[src/rtl/mem_dump_reader_pkg.sv]
`default_nettype none
// +--------------------------------------------------------------------+
// | Module : mem_dump_reader_pkg                                        |
// | Brief  : Shared memory-port encodings and dump FSM state encoding   |
// | Rev    : 1.0                                                        |
// +--------------------------------------------------------------------+
package mem_dump_reader_pkg;

    // Data-memory read-enable codes (only two are ever driven by the dumper)
    localparam logic [1:0] READ_DISABLE  = 2'b00;
    localparam logic [1:0] READ_WORD     = 2'b11;

    // Data-memory write-enable code; the dumper never writes
    localparam logic [1:0] WRITE_DISABLE = 2'b00;

    // Dump sequencer states
    typedef enum logic [2:0] {
        MDR_IDLE  = 3'd0,
        MDR_REQ   = 3'd1,
        MDR_LATCH = 3'd2,
        MDR_SEND  = 3'd3,
        MDR_DONE  = 3'd4
    } mdr_state_t;

endpackage
`default_nettype wire

[src/rtl/mem_dump_reader_word_byte_serializer.sv]
`default_nettype none
// +--------------------------------------------------------------------+
// | Module : word_byte_serializer                                       |
// | Brief  : Holds one memory word and emits it LSB byte first over a   |
// |          valid/ready stream; flags acceptance of the final byte     |
// | Rev    : 1.0                                                        |
// +--------------------------------------------------------------------+
module word_byte_serializer #(
    parameter int NB_DATA = 32,
    parameter int NB_BYTE = 8
) (
    input  logic               clk,
    input  logic               rst_n,
    input  logic               load,
    input  logic [NB_DATA-1:0] load_word,
    input  logic               send,
    input  logic               ready,
    output logic               valid,
    output logic [NB_BYTE-1:0] data,
    output logic               last_accepted
);

    localparam int NUM_BYTES = NB_DATA / NB_BYTE;
    localparam int NB_BCNT   = (NUM_BYTES > 1) ? $clog2(NUM_BYTES) : 1;
    localparam logic [NB_BCNT-1:0] LAST_BYTE = NB_BCNT'(NUM_BYTES - 1);

    logic [NB_DATA-1:0] word_q;
    logic [NB_BCNT-1:0] bcnt;
    logic               fire;

    // Valid follows the sequencer's SEND state, so it can never be retracted
    // before the handshake completes; data only moves when bcnt advances.
    assign valid         = send;
    assign fire          = send & ready;
    assign data          = word_q[int'(bcnt) * NB_BYTE +: NB_BYTE];
    assign last_accepted = fire && (bcnt == LAST_BYTE);

    // Word capture and byte index: a load restarts at byte 0, each accepted byte advances
    always_ff @(posedge clk) begin
        if (!rst_n) begin
            word_q <= '0;
            bcnt   <= '0;
        end else if (load) begin
            word_q <= load_word;
            bcnt   <= '0;
        end else if (fire) begin
            bcnt <= (bcnt == LAST_BYTE) ? '0 : bcnt + 1'b1;
        end
    end

endmodule
`default_nettype wire

[src/rtl/mem_dump_reader.sv]
`default_nettype none
// +--------------------------------------------------------------------+
// | Module : mem_dump_reader                                            |
// | Brief  : Debug-unit read initiator: walks data-memory words 0..N-1  |
// |          and streams each word LSB byte first towards the UART      |
// | Rev    : 1.0                                                        |
// +--------------------------------------------------------------------+
module mem_dump_reader
    import mem_dump_reader_pkg::*;
#(
    parameter int NB_DEPTH = 10,
    parameter int NB_DATA  = 32,
    parameter int NB_BYTE  = 8
) (
    input  logic                i_clk,
    input  logic                i_rst_n,
    input  logic                i_start,
    input  logic [NB_DEPTH:0]   i_num_words,
    output logic [NB_DEPTH-1:0] o_mem_addr,
    output logic [1:0]          o_mem_read_enable,
    output logic [1:0]          o_mem_write_enable,
    input  logic [NB_DATA-1:0]  i_mem_data,
    output logic [NB_BYTE-1:0]  o_tx_data,
    output logic                o_tx_valid,
    input  logic                i_tx_ready,
    output logic                o_busy,
    output logic                o_done
);

    // Word count ceiling: the whole memory, 2**NB_DEPTH words
    localparam logic [NB_DEPTH:0] MAX_WORDS = {1'b1, {NB_DEPTH{1'b0}}};

    mdr_state_t          state;
    mdr_state_t          state_next;
    logic [NB_DEPTH:0]   num_q;
    logic [NB_DEPTH:0]   num_clamped;
    logic [NB_DEPTH-1:0] addr;
    logic                last_word;
    logic                load;
    logic                send;
    logic                last_accepted;

    // Requests beyond the memory size are trimmed so the address never wraps
    assign num_clamped = (i_num_words > MAX_WORDS) ? MAX_WORDS : i_num_words;

    // Current address is the final one when addr+1 reaches the latched count
    assign last_word = (({1'b0, addr} + 1'b1) == num_q);

    assign o_mem_addr         = addr;
    assign o_mem_write_enable = WRITE_DISABLE;

    // State register
    always_ff @(posedge i_clk) begin
        if (!i_rst_n) begin
            state <= MDR_IDLE;
        end else begin
            state <= state_next;
        end
    end

    // Word count capture at start and address advance after each word's last byte
    always_ff @(posedge i_clk) begin
        if (!i_rst_n) begin
            num_q <= '0;
            addr  <= '0;
        end else if ((state == MDR_IDLE) && i_start) begin
            num_q <= num_clamped;
            addr  <= '0;
        end else if ((state == MDR_SEND) && last_accepted && !last_word) begin
            addr <= addr + 1'b1;
        end
    end

    // Next-state and decoded outputs; read enable is a one-cycle pulse in REQ
    always_comb begin
        state_next        = state;
        o_mem_read_enable = READ_DISABLE;
        load              = 1'b0;
        send              = 1'b0;
        o_busy            = 1'b1;
        o_done            = 1'b0;
        case (state)
            MDR_IDLE: begin
                o_busy = 1'b0;
                if (i_start) begin
                    state_next = (num_clamped == '0) ? MDR_DONE : MDR_REQ;
                end
            end
            MDR_REQ: begin
                o_mem_read_enable = READ_WORD;
                state_next        = MDR_LATCH;
            end
            MDR_LATCH: begin
                load       = 1'b1;
                state_next = MDR_SEND;
            end
            MDR_SEND: begin
                send = 1'b1;
                if (last_accepted) begin
                    state_next = last_word ? MDR_DONE : MDR_REQ;
                end
            end
            MDR_DONE: begin
                o_done     = 1'b1;
                state_next = MDR_IDLE;
            end
            default: begin
                state_next = MDR_IDLE;
            end
        endcase
    end

    word_byte_serializer #(
        .NB_DATA (NB_DATA),
        .NB_BYTE (NB_BYTE)
    ) u_serializer (
        .clk           (i_clk),
        .rst_n         (i_rst_n),
        .load          (load),
        .load_word     (i_mem_data),
        .send          (send),
        .ready         (i_tx_ready),
        .valid         (o_tx_valid),
        .data          (o_tx_data),
        .last_accepted (last_accepted)
    );

endmodule
`default_nettype wire

[config.mk]
export PLATFORM = sky130hd
export DESIGN_NAME = mem_dump_reader
export DESIGN_NICKNAME = d
export VERILOG_FILES = /design/src/rtl/mem_dump_reader_pkg.sv /design/src/rtl/mem_dump_reader_word_byte_serializer.sv /design/src/rtl/mem_dump_reader.sv
export SDC_FILE = /design/constraint.sdc
export NUM_CORES = 1
export LEC_CHECK = 0
export CAP_MARGIN = 25
export CORE_AREA = 3 3 86 88
export CTS_CLUSTER_DIAMETER = 60
export CTS_CLUSTER_SIZE = 28
export DETAILED_ROUTE_END_ITERATION = 16
export DIE_AREA = 0 0 89 91
export PLACE_DENSITY = 0.84
export SYNTH_ARGS = -nofsm -noshare
export SYNTH_HDL_FRONTEND = slang
export SYNTH_SLANG_ARGS = --single-unit
export TNS_END_PERCENT = 5
[constraint.sdc]
create_clock -name i_clk -period 2.1 [get_ports i_clk]
set_input_delay 0.63 -clock i_clk [delete_from_list [all_inputs] [get_ports i_clk]]
set_output_delay 0.63 -clock i_clk [all_outputs]
set_load 0.05 [all_outputs]
==> Yosys cells after proc, flatten, opt, wreduce, memory -nomap -nowiden <==
Index checks and enable logic that the tools add are counted.
{ "op_classes": {"n_addsub": 3, "n_lt_le_gt_ge": 1, "n_eq_ne": 8, "shift": 1, "muxes": 12, "bitwise_logic": 2, "reduce_logical": 10} }
{ "ops": {"columns": ["cell", "n"], "rows": [
  ["$shiftx A32 B6 Y8", 1],
  ["$mux W3", 4],
  ["$pmux W3 S4", 1],
  ["$add A10 B1 Y11 const B", 1],
  ["$eq A11 B11 Y1", 1],
  ["$gt A11 B11 Y1 const B", 1],
  ["$logic_not A11 Y1", 1],
  ["$mux W11", 1],
  ["$add A10 B1 Y10 const B", 1],
  ["$eq A3 B2 Y1 const B", 2],
  ["$logic_and A1 B1 Y1", 4],
  ["$mux W1", 4],
  ["$mux W2", 2],
  ["$ne A2 B2 Y1 const B", 2],
  ["$reduce_or A2 Y1", 2],
  ["$eq A3 B1 Y1 const B", 1],
  ["$eq A3 B3 Y1 const B", 1],
  ["$logic_not A3 Y1", 1],
  ["$add A2 B1 Y2 const B", 1],
  ["$eq A2 B2 Y1 const B", 1],
  ["$reduce_and A2 Y1", 1],
  ["$and A1 B1 Y1", 1],
  ["$logic_not A1 Y1", 1],
  ["$not A1 Y1", 1]
]} }
{ "totals": {"regBits": 58, "out_inout_bits": 25} }

==> Logic depth before layout (Yosys ltp) <==
{ "logic_depth": {"word_depth": 6, "ltp_mapped": 9} }

==> By module <==
Synthesis repeated with hierarchy kept, for this count alone.
{ "unflattened": {"cells_unflattened": 300, "area_unflattened_um2": 3049.2} }
{ "by_module_without_submodules": {"columns": ["module", "instances", "cells_per_inst", "area_each_um2"], "rows": [
  ["word_byte_serializer", 1, 125, 1529.0],
  ["mem_dump_reader", 1, 175, 1520.2]
]} }

==> Least setup slack after synthesis <==
OpenSTA, ideal clock, no wires.
{ "synth_timing": {"path_kind": "reg-to-output", "from": "reg state[0]", "to": "out o_mem_read_enable[1]", "arrival_time_ns": 2.159, "required_ns": 1.470, "slack_ns": -0.689, "path_stages_with_launch": 4, "n_path_buf": 2, "path_cell_list": "dfxtp_1 clkbuf_1 nor3b_1 buf_4"} }
{ "synth_via": {"elab_chain_cells": 2} }
{ "synth_lines": {"columns": ["item", "line", "rtl"], "rows": [
  ["start, declared", "mem_dump_reader.sv:33", "mdr_state_t state;"],
  ["start signal, assigned", "mem_dump_reader.sv:57", "state <= state_next;"],
  ["$eq A3 B1 Y1", "mem_dump_reader.sv:82", "case (state)"],
  ["$mux W2", "mem_dump_reader.sv:82", null],
  ["end, declared", "mem_dump_reader.sv:20", "output logic [1:0] o_mem_read_enable,"]
]} }
No other way between the ends.

==> Worst setup path in the final report <==
{ "layout_timing": {"from": "reg u_serializer.bcnt[1]", "to": "out o_tx_data[6]"} }
{ "layout_via": {"elab_chain_cells": 1} }
{ "layout_lines": {"columns": ["item", "line", "rtl"], "rows": [
  ["start, declared", "mem_dump_reader_word_byte_serializer.sv:28", "logic [NB_BCNT-1:0] bcnt;"],
  ["start signal, assigned", "mem_dump_reader_word_byte_serializer.sv:47", "bcnt <= (bcnt == LAST_BYTE) ? '0 : bcnt + 1'b1;"],
  ["$shiftx A32 B6 Y8", "mem_dump_reader_word_byte_serializer.sv:35", "assign data = word_q[int'(bcnt) * NB_BYTE +: NB_BYTE];"],
  ["end, declared", "mem_dump_reader.sv:23", "output logic [NB_BYTE-1:0] o_tx_data,"]
]} }
No other way between the ends.

==> reports/qor.txt <==
ant diodes = 0
CTS Hold Bufs = 0
Worst-path clk slew = 0.07 ns
R2R setup slack = 0.04 ns
antenna violations before repair = 0
Util after Layout = 0.614
synthesized area per cell = 8.71 sq um
Final Hold Violating Endpoints = 0
worst skew pair latency = 0.33 ns
critical path cell sequence = buf_12, mux4_2, buf_6
final WL = 7600 um
Crit Path Category = reg -> out
max incr delay on CP = 0.53 ns
sequential share of the synthesized area = 0.391
Worst IR Drop VDD = 0.349 mV
I/O Buffers = 69
synth warn = 0
grt peak-use layer = met2
R2R cell count = 8
register area = 1180 sq um
Synth Register Bits = 58
leakage = 1.50 nW
CTS buffer count = 9
final non-filler cell total = 504
Initial DRC Count = 171
Async SR Flop Fraction = 0
pwr/cell area = 641 nW/um^2
Total Power = 2.64 mW
met2 Track Usage GR = 0.317
Final nets = 468
Clock Skew = 0.00927 ns
Slew @ Worst Pin = 0.659 ns
hold_sp = u_serializer.word_q[15]$_SDFFE_PN0P_
post-route ant nets = 0
chip height = 91 um
Total Die Area = 8100 sq um
placed instance area = 3840 sq um
EDFF count, synth = 0
commonest non-fill, non-tap cell in the layout = nand2_1
Via density = 5.36
clock root buffer = clkbuf_8
Max Cap Violations = 0
overflow left after global routing = 0
placed cells = 486
gp weighted congestion = 0.896
slew margin rel. = 0.561
Rows = 30
main area contributors after synthesis = dfxtp_1 39%, nand2_1 11%, a21boi_0 8.8%
failing checks = setup timing
final instance area = 4130 sq um
Hold Crit Class = reg -> reg
Critical Path Slowest Stage Cell = mux4_2
multi-input logic area = 1710 sq um
status = finished with violations
Max FO, Critical Path = 9
Synth top area share = 0.391
Final Slew Violations = 0
Core Area = 6720 sq um
count of cell types in the netlist = 48
required time worst endpoint = 1.47 ns
TritonRoute pass-1 iters = 4
leading area contributor after synthesis = dfxtp_1
largest net degree at the start of global routing = 34
gr usage total = 0.197
Final setup viols = 7
hpwl dp = 5490 um
Final Cycle Share = 1.02
fmax = 0.466 GHz
Num Clock Sinks = 58
Synth Instances = 341
TritonCTS clock tree = done
H-tree Lvls = 3
most frequent cells in the layout = 90 x nand2_1, 47 x dfxtp_1, 46 x clkdlybuf4s50_1, 35 x a21boi_0, 33 x buf_4
drt wl/cell = 15.1 um
Mapped Area = 2970 sq um
unrepaired setup endpoints after global routing = true
Worst Hold End = u_serializer.word_q[15]$_SDFFE_PN0P_
fillers = 526
DRC = 0
crit start category = flip-flop
RR Startpoint = o_mem_addr[0]$_SDFFE_PP0P_
CP Capture Type = output pin
share of layout cells above drive strength 1 = 0.224
WHS Path Cells = 2
vias in the first global route = 2,695
GRT met1 Usage = 0.257
Critical R2R Capture = o_mem_addr[6]$_SDFFE_PP0P_
PnR worst setup slack = -0.0452 ns
routed via count = 2,700
routing usage on met3 = 0.0354
I/O pin cnt = 72
die width = 89 um
CP arrival = 1.52 ns
Main synth FF type = dfxtp_1
CTS Buffer Depth = 2
first-pass GRT wire length = 12,700 um
Initial Util = 0.442
fin crit period = 2.15 ns
Layout area overhead = 38.9%
-- cells in the mapped netlist (2+ instances only) --
cell type,n
xnor2_1,10
o21ai_0,5
ha_1,2
nand2b_1,9
nor3_1,3
nand2_1,90
mux4_2,8
a21oi_1,6
nand3_1,12
inv_1,3
nand3b_1,3
nand4_1,2
and3_1,4
clkbuf_1,16
a21boi_0,35
dfxtp_1,58
mux2i_1,10
or3b_2,2
buf_4,6
nor2_1,6
xor2_1,3
nor3b_1,4
o21a_1,2
and2_1,2
a211oi_1,5
buf_2,4
nor4_1,3
a22o_1,8
-- cells by family after synthesis --
| kind of cell | Yosys count | share of synthesized area |
|---|---|---|
| AO/OA/AOI/OAI | 70 | 0.178 |
| XOR/XNOR | 13 | 0.0383 |
| adder cells (fa/ha/maj) | 2 | 0.00842 |
| buffers and inverters | 30 | 0.0497 |
| flip-flops | 58 | 0.391 |
| multiplexers | 18 | 0.0943 |
| other | 1 | 0.00126 |
| AND/OR/NAND/NOR | 149 | 0.240 |
-- where the power goes --
part	total [mW]	switching, mW	internal (mW)
clock	1.04	0.427	0.610
combinational	0.423	0.215	0.208
sequential	1.18	0.0387	1.15
-- stage by stage --
| step | setup WS, ns | hold WS [ns] | TNS [ns] |
|---|---|---|---|
| CTS | -0.0580 | 0.468 | -0.265 |
| global placement | 0.00653 | 0.447 | 0 |
| floorplan | -0.154 | 0.440 | -1.78 |
| global route | -0.0832 | 0.489 | -0.845 |
| finish | -0.0452 | 0.463 | -0.163 |
| detailed placement | -0.124 | 0.458 | -0.822 |
-- routing by layer --
layer	vias up	routed length (um)
li1	1345	-
met1	1262	3360
met2	77	3700
met3	16	361
met4	0	179
met5	-	0
-- how the worst max path moves through the flow --
stage | startpoint | to | slack [ns]
2_1_floorplan | o_mem_addr[1]$_SDFFE_PP0P_ | o_mem_addr[3]$_SDFFE_PP0P_ | -0.15
3_3_place_gp | i_tx_ready | o_mem_addr[5]$_SDFFE_PP0P_ | 0.007
3_5_place_dp | i_num_words[4] | state[0]$_SDFFE_PN0P_ | -0.12
4_1_cts | u_serializer.bcnt[1]$_SDFFE_PP0P_ | o_tx_data[6] | -0.06
5_1_grt | o_mem_addr[0]$_SDFFE_PP0P_ | o_mem_addr[6]$_SDFFE_PP0P_ | -0.08
6_report | u_serializer.bcnt[1]$_SDFFE_PP0P_ | o_tx_data[6] | -0.05
-- critical path: cells and delay by family (launching register included) --
kind / cells / cell delay, ns
buffers and inverters: 2 / 0.31
flip-flops: 1 / 0.34
multiplexers: 1 / 0.53
-- state kept, by name, summed over array words and instances, names as in the netlist --
register and count:
u_serializer.word_q 32, num_q 11, o_mem_addr 10, state 3, u_serializer.bcnt 2
-- area by class of cell --
cell class / instances / share of cell area
sequential: 58 / 0.286
tap: 80 / 0.0243
timing repair buffer: 93 / 0.223
clock buffer: 12 / 0.0376
multi-input combinational: 254 / 0.415
clock inverter: 4 / 0.0121
inverter: 3 / 0.00273
-- repair_timing --
| action | CTS | global route |
|---|---|---|
| gates resized for setup | 15 | 4 |
| pin swaps | 1 | 1 |
| buffers inserted | 2 | 0 |
| setup endpoints to repair | 22 | 23 |
| endpoints found under the hold margin | 0 | 0 |
No activity file was read; power rests on OpenSTA's default activity.
